`src/rtl/pipe_stage_reg.sv`:
```
`default_nettype none
// ============================================================================
//  Module      : pipe_stage_reg
//  Description : Parametrised inter-stage pipeline register. Carries a
//                WIDTH-bit payload through DEPTH register slices, each with
//                its own valid bit. Supports stall (hold every slice) and
//                flush (kill every slice). The low CTRL_W payload bits are
//                control signals and are forced to zero for every bubble.
//  Parameters  : WIDTH  (1..256) payload width
//                DEPTH  (1..8)   number of slices = latency in cycles
//                CTRL_W (0..WIDTH) low control bits zeroed on bubble/flush
//  Ports       : clk        rising-edge clock
//                reset      asynchronous active-low reset
//                in_valid   upstream payload is a real instruction
//                in_data    upstream payload
//                stall      hold every slice, drop in_data
//                flush      invalidate every slice, zero control bits
//                out_valid  valid bit of the last slice
//                out_data   payload of the last slice
//                stall_cnt  saturating stall-cycle counter   (perf build)
//                bubble_cnt saturating bubble-cycle counter  (perf build)
//  Macro       : PIPE_STAGE_PERF_EN adds stall_cnt / bubble_cnt
//  Revision    : 1.0 - initial release
// ============================================================================
module pipe_stage_reg #(
  parameter int WIDTH  = 32,
  parameter int DEPTH  = 1,
  parameter int CTRL_W = 8
) (
  input  logic             clk,
  input  logic             reset,
  input  logic             in_valid,
  input  logic [WIDTH-1:0] in_data,
  input  logic             stall,
  input  logic             flush,
  output logic             out_valid,
  output logic [WIDTH-1:0] out_data
`ifdef PIPE_STAGE_PERF_EN
  ,
  output logic [31:0]      stall_cnt,
  output logic [31:0]      bubble_cnt
`endif
);

  // Legal-range checks, evaluated at elaboration.
  generate
    if (WIDTH < 1 || WIDTH > 256) begin : g_bad_width
      $error("pipe_stage_reg: WIDTH must be in 1..256");
    end
    if (DEPTH < 1 || DEPTH > 8) begin : g_bad_depth
      $error("pipe_stage_reg: DEPTH must be in 1..8");
    end
    if (CTRL_W < 0 || CTRL_W > WIDTH) begin : g_bad_ctrl_w
      $error("pipe_stage_reg: CTRL_W must be in 0..WIDTH");
    end
  endgenerate

  // Ones in the control-bit positions. CTRL_W=0 shifts everything out,
  // giving an all-zero mask so nothing is ever forced low.
  localparam logic [WIDTH-1:0] c_ctrl_mask = {WIDTH{1'b1}} >> (WIDTH - CTRL_W);

  logic             r_valid    [DEPTH];
  logic [WIDTH-1:0] r_data     [DEPTH];
  logic             w_src_valid[DEPTH];
  logic [WIDTH-1:0] w_src_data [DEPTH];
  logic [WIDTH-1:0] w_capture_data;

  // A bubble entering slice0 must not carry live control bits; the upper
  // bits are don't-care and are taken as presented.
  assign w_capture_data = in_valid ? in_data : (in_data & ~c_ctrl_mask);

  generate
    for (genvar i = 0; i < DEPTH; i++) begin : g_slice
      // Source of each slice on an advance: the input for slice0,
      // otherwise the preceding slice.
      if (i == 0) begin : g_head
        assign w_src_valid[i] = in_valid;
        assign w_src_data[i]  = w_capture_data;
      end else begin : g_tail
        assign w_src_valid[i] = r_valid[i-1];
        assign w_src_data[i]  = r_data[i-1];
      end

      // flush beats stall beats advance.
      always_ff @(posedge clk or negedge reset) begin
        if (!reset) begin
          r_valid[i] <= 1'b0;
          r_data[i]  <= '0;
        end else if (flush) begin
          r_valid[i] <= 1'b0;
          r_data[i]  <= r_data[i] & ~c_ctrl_mask;
        end else if (!stall) begin
          r_valid[i] <= w_src_valid[i];
          r_data[i]  <= w_src_data[i];
        end
      end
    end
  endgenerate

  // Outputs come straight from the last slice: no input-to-output path.
  assign out_valid = r_valid[DEPTH-1];
  assign out_data  = r_data[DEPTH-1];

`ifdef PIPE_STAGE_PERF_EN
  logic [31:0] r_stall_cnt;
  logic [31:0] r_bubble_cnt;

  // Both counters saturate at all-ones; only reset brings them back to 0.
  always_ff @(posedge clk or negedge reset) begin
    if (!reset) begin
      r_stall_cnt  <= '0;
      r_bubble_cnt <= '0;
    end else begin
      if (stall && !flush && (r_stall_cnt != 32'hFFFF_FFFF)) begin
        r_stall_cnt <= r_stall_cnt + 32'd1;
      end
      if (!r_valid[DEPTH-1] && (r_bubble_cnt != 32'hFFFF_FFFF)) begin
        r_bubble_cnt <= r_bubble_cnt + 32'd1;
      end
    end
  end

  assign stall_cnt  = r_stall_cnt;
  assign bubble_cnt = r_bubble_cnt;
`endif

endmodule
`default_nettype wire
```
`config.mk`:
```
export PLATFORM = sky130hd
export DESIGN_NAME = pipe_stage_reg
export DESIGN_NICKNAME = d
export VERILOG_FILES = /design/src/rtl/pipe_stage_reg.sv
export SDC_FILE = /design/constraint.sdc
export NUM_CORES = 1
export LEC_CHECK = 0
export ABC_AREA = 1
export BUFFER_PORTS_ARGS = -buffer_cell sky130_fd_sc_hd__buf_2
export CAP_MARGIN = 20
export CORE_MARGIN = 4
export CORE_UTILIZATION = 40
export CTS_CLUSTER_SIZE = 12
export DETAILED_ROUTE_END_ITERATION = 10
export PLACE_DENSITY = 0.71
export REMOVE_ABC_BUFFERS = 1
export SETUP_SLACK_MARGIN = 0.2
export SYNTH_ARGS = -nofsm -noshare
export SYNTH_HDL_FRONTEND = slang
export SYNTH_SLANG_ARGS = --single-unit
```
`constraint.sdc`:
```
create_clock -name clk -period 0.8 [get_ports clk]
set_input_delay 0 -clock clk [delete_from_list [all_inputs] [get_ports clk]]
set_output_delay 0 -clock clk [all_outputs]
set_load 0.005 [all_outputs]
```
# Word level (Yosys, flattened, before mapping)
# Cells that the tools add are included.
dict set report totals {
  ff_bits 33
  latch_bits 0
  ramBits 0
  rom_bits 0
  in_bits 37
  out_inout_bits 33
  wordCells 12
  memories 0
}
dict set report classes {
  n_addsub 0
  mul 0
  div_mod_pow 0
  magnitude_cmp 0
  eq_ne 1
  shift 0
  n_mux 5
  bitwise 2
  n_reduce_logical 1
}
# cell n
set op_table {}
lappend op_table {{$mux 8} 3}
lappend op_table {{$mux 1} 2}
lappend op_table {{$ne 2x1->1 const B} 1}
lappend op_table {{$not 1->1} 2}
lappend op_table {{$reduce_and 2->1} 1}

# Logic depth before layout (Yosys ltp)
dict set report depth {
  word_depth 3
  depth_mapped 5
  depth_no_buf 4
}

# Least setup slack after synthesis
# OpenSTA, ideal clock, no wires.
dict set report synth_path {
  path_type {reg-to-reg}
  from {register out_data[22] (netlist name)}
  to {register r_data (netlist bit out_data[22])}
  setup_ns 0.123
  t_arrival_ns 0.484
  required_ns 0.677
  slack_ns 0.193
  stages_incl_launch_ff 3
  path_buffers 0
  period_less_slack_ns 0.607
  path_cell_list {dfrtp_1 -> o21ai_0 -> nand2_1}
}
# item line
set synth_rtl {}
lappend synth_rtl {{to (signal, indexed assignment)} 91} ;# r_data[i] <= r_data[i] & ~c_ctrl_mask;
lappend synth_rtl {{to (signal, indexed assignment)} 94} ;# r_data[i] <= w_src_data[i];
lappend synth_rtl {{to (decl)} 63} ;# logic [WIDTH-1:0] r_data [DEPTH];

# Worst setup path in the final report
dict set report layout_path {
  from {register r_data (netlist bit out_data[14])}
  to {output out_data[14]}
}
# item line
set layout_rtl {}
lappend layout_rtl {{to (decl)} 37} ;# output logic [WIDTH-1:0] out_data
# No word-level cell between the ends.

==> results.yml <==
outcome:
  status: "finished, violations left"
  violations: "hold timing, setup timing"
route:
  drc: 0
  drt_first_iter_violations: 98
  routed_wl_um: 3873
  post_drt_wl_per_cell_um: 12.70
  antenna_left: 0
  avgViaCountPerCell: 4.548
  routed-via-count: 1387
  firstDrtPassIters: 4
layout:
  stdcell_area_um2: 2270
  nets: 297
  nFillCells: 223
  drive_gt1_share_pct: 40.61
  syn_to_final_growth_pct: 68.12
  antenna-diode-count: 0
  fin_util_pct: 72.56
  layout.cells.non_filler: 305
logic_synthesis:
  synth_fa_ha_area_share_pct: 0
  synth_commonest_cells: "67 x nand2_1, 33 x dfrtp_1, 14 x o21ai_0"
  yosysWarnings: 0
  synth-xor-area-share_pct: 0
  netlist_area_um2: 1350
  async_reset_ff_share_pct: 100.0
  synth-simple-area-share_pct: 23.63
  synth_enable_flop_cells: 0
  synth_top_area_share_pct: 61.17
  synth_compound_area_share_pct: 8.897
  avgSynthCellArea_um2: 9.375
  ys_ff_latch: 33
  yosysMostFrequentCell: "nand2_1"
  netlist.top_cell.by_area: "dfrtp_1"
  ys_seq_area_share_pct: 61.17
  synthCells: 144
  synthDistinctLibCells: 11
  ys_dominant_reg_cell: "dfrtp_1"
  synth_area_leaders: "dfrtp_1 61%, nand2_1 19%, o21ai_0 5.2%"
  muxShareOfSynthArea_pct: 0
  synth_top_family_by_area: "simple AND/OR/NAND/NOR gates"
clocking:
  numCtsBuffers: 5
  clock_latency_ns: 0.33
  clock-root-buffer: "clkbuf_4"
  ctsHoldBuffers: 33
  cts_sinks: 33
  clk_pin_slew_worst_paths_ns: 0.10
  h-tree-depth: 2
  tritoncts: "yes"
  cts_max_path_buffers: 2
setup_path:
  path_buf_inv: 1
  cp_slowest_cell: "dfrtp_1"
  cpPeakStageDelay_ns: 0.40
  critPathCaptureType: "output pin"
  worstSetupStartpointType: "flop"
  crit_family: "flip-flops"
  crit_path_cell_trace: "buf_2"
  crit_arrival_ns: 0.87
  crit_required_ns: 0.80
  cp-startpoint: "out_data[14]$_DFFE_PN0P_"
  path_max_fanout: 2
  r2r-start: "out_data[26]$_DFFE_PN0P_"
  critPathKind: "reg -> out"
global_routing:
  antenna_found_initial: 0
  grt_max_degree: 21
  grt_first_pass_wirelength_um: 6175
  grt_pass1_vias: 1360
  grtUsageTotal_pct: 18.86
  grt_overflow_total: 0
timing:
  period_share_pct: 108.9
  setup_slack_ns: -0.07142
  slew_violations: 0
  finalClockSkew_ns: 0
  worst_pin_slew_ns: 0.3124
  maxSlewHeadroom_pct: 79.17
  fmax_ghz: 1.148
  final_hold_viol_count: 9
  setup_viol: 33
  rsz0062_at_grt: "true"
  fin_crit_ns: 0.8714
  whs_ns: -0.01907
  totalNegativeSetupSlack_ns: -1.654
hold_path:
  holdCritStartpoint: "in_valid"
  hold_path_class: "in -> reg"
placed_design:
  place_congestion: 0.7264
  dp_hpwl_um: 2385
  dpl.cell_count: 256
  portBuffers: 69
  placed_area_um2: 1754
  dp_slack_ns: 0.07513
floorplan:
  die_h_um: 66.10
  dieArea_um2: 4369
  dieWidth_um: 66.10
  start_util_pct: 43.16
  core_um2: 3128
  pin_count: 70
  rows: 20
power:
  power_mw: 3.849
  seqPwrFrac_pct: 50.1
  p_clk_share_pct: 27.4
  leakagePower_nw: 1.250
  power_density_nw_per_um2: 1696
  combPwrFrac_pct: 22.5
  p_switching_mw: 1.017
  swShare_pct: 26.43
  intPower_mw: 2.831
  vdd_drop_max_v: 0.001230
job:
  maxCapViolCount: 0
-- timing repair --
| action | 4_1_cts | 5_1_grt |
|---|---|---|
| buffers inserted | 4 | 4 |
| setup endpoints to repair | 65 | 66 |
| endpoints found under the hold margin | 66 | 7 |
| pin swaps | 14 | 15 |
| resized for setup | 16 | 13 |
-- cells by family (layout without fill, tap and decap cells) --
| kind of cell | count (synthesis) | in the layout |
|---|---|---|
| buffers and inverters | 10 | 127 |
| flip-flops | 33 | 33 |
| AND/OR/NAND/NOR | 77 | 77 |
| AO/OA/AOI/OAI | 24 | 24 |
-- worst paths after layout --
path	endpoint	slack, ns	cells past startpoint
worst max-delay path	out_data[14]	-0.07	1
worst min-delay path	out_valid$_DFFE_PN0P_	-0.02	3
worst max register to register	out_data[26]$_DFFE_PN0P_	0.04	3
worst min register to register	out_data[3]$_DFFE_PN0P_	0.48	2
max in group asynchronous	out_data[19]$_DFFE_PN0P_	0.33	3
min in group asynchronous	out_data[27]$_DFFE_PN0P_	0.08	2
-- metal layers --
metal | track usage (%) | vias up | wire length, um
li1 | - | 694 | -
met1 | 22.75 | 628 | 1654
met2 | 31.10 | 60 | 1832
met3 | 5.612 | 5 | 343
met4 | 7.868 | 0 | 43
met5 | 0 | - | 0
-- final cells by class --
type                            count  area [um^2]  share of cell area [%]
Timing Repair Buffer              118        843.3                   37.16
Sequential cell                    33        825.8                   36.38
Multi-Input combinational cell    101        471.7                   20.78
Clock buffer                        7        65.06                   2.867
Tap cell                           44        55.05                   2.426
Clock inverter                      1        5.005                  0.2205
Inverter                            1        3.754                  0.1654
-- placed cells by master (no fill, tap or decap) --
cell / Yosys / routed
dlygate4sd3_1: 0 / 33
clkbuf_4: 0 / 5
nand2_2: 0 / 1
buf_6: 5 / 6
dfrtp_1: 33 / 33
clkbuf_8: 0 / 2
nand2_1: 67 / 66
o21ai_1: 10 / 16
nand3_2: 1 / 1
buf_4: 2 / 8
inv_2: 1 / 1
nand3_1: 7 / 7
buf_12: 0 / 2
nor2_4: 2 / 2
buf_2: 0 / 69
o21ai_2: 0 / 8
clkinv_2: 0 / 1
-- power by group through the flow --
stage               sequential (mW)  clock (mW)  combinational, mW
floorplan                      1.96           0              0.167
global placement               1.94           0              0.599
finish                         1.93        1.06              0.866
CTS                            1.91        1.10              0.787
global route                   1.95        1.18              0.959
detailed placement             1.95           0              0.605
-- state kept, by name, indices dropped and copies added (netlist names) --
name	flops
out_valid	1
out_data	32
Note: power is estimated with default switching activity, not from simulation.
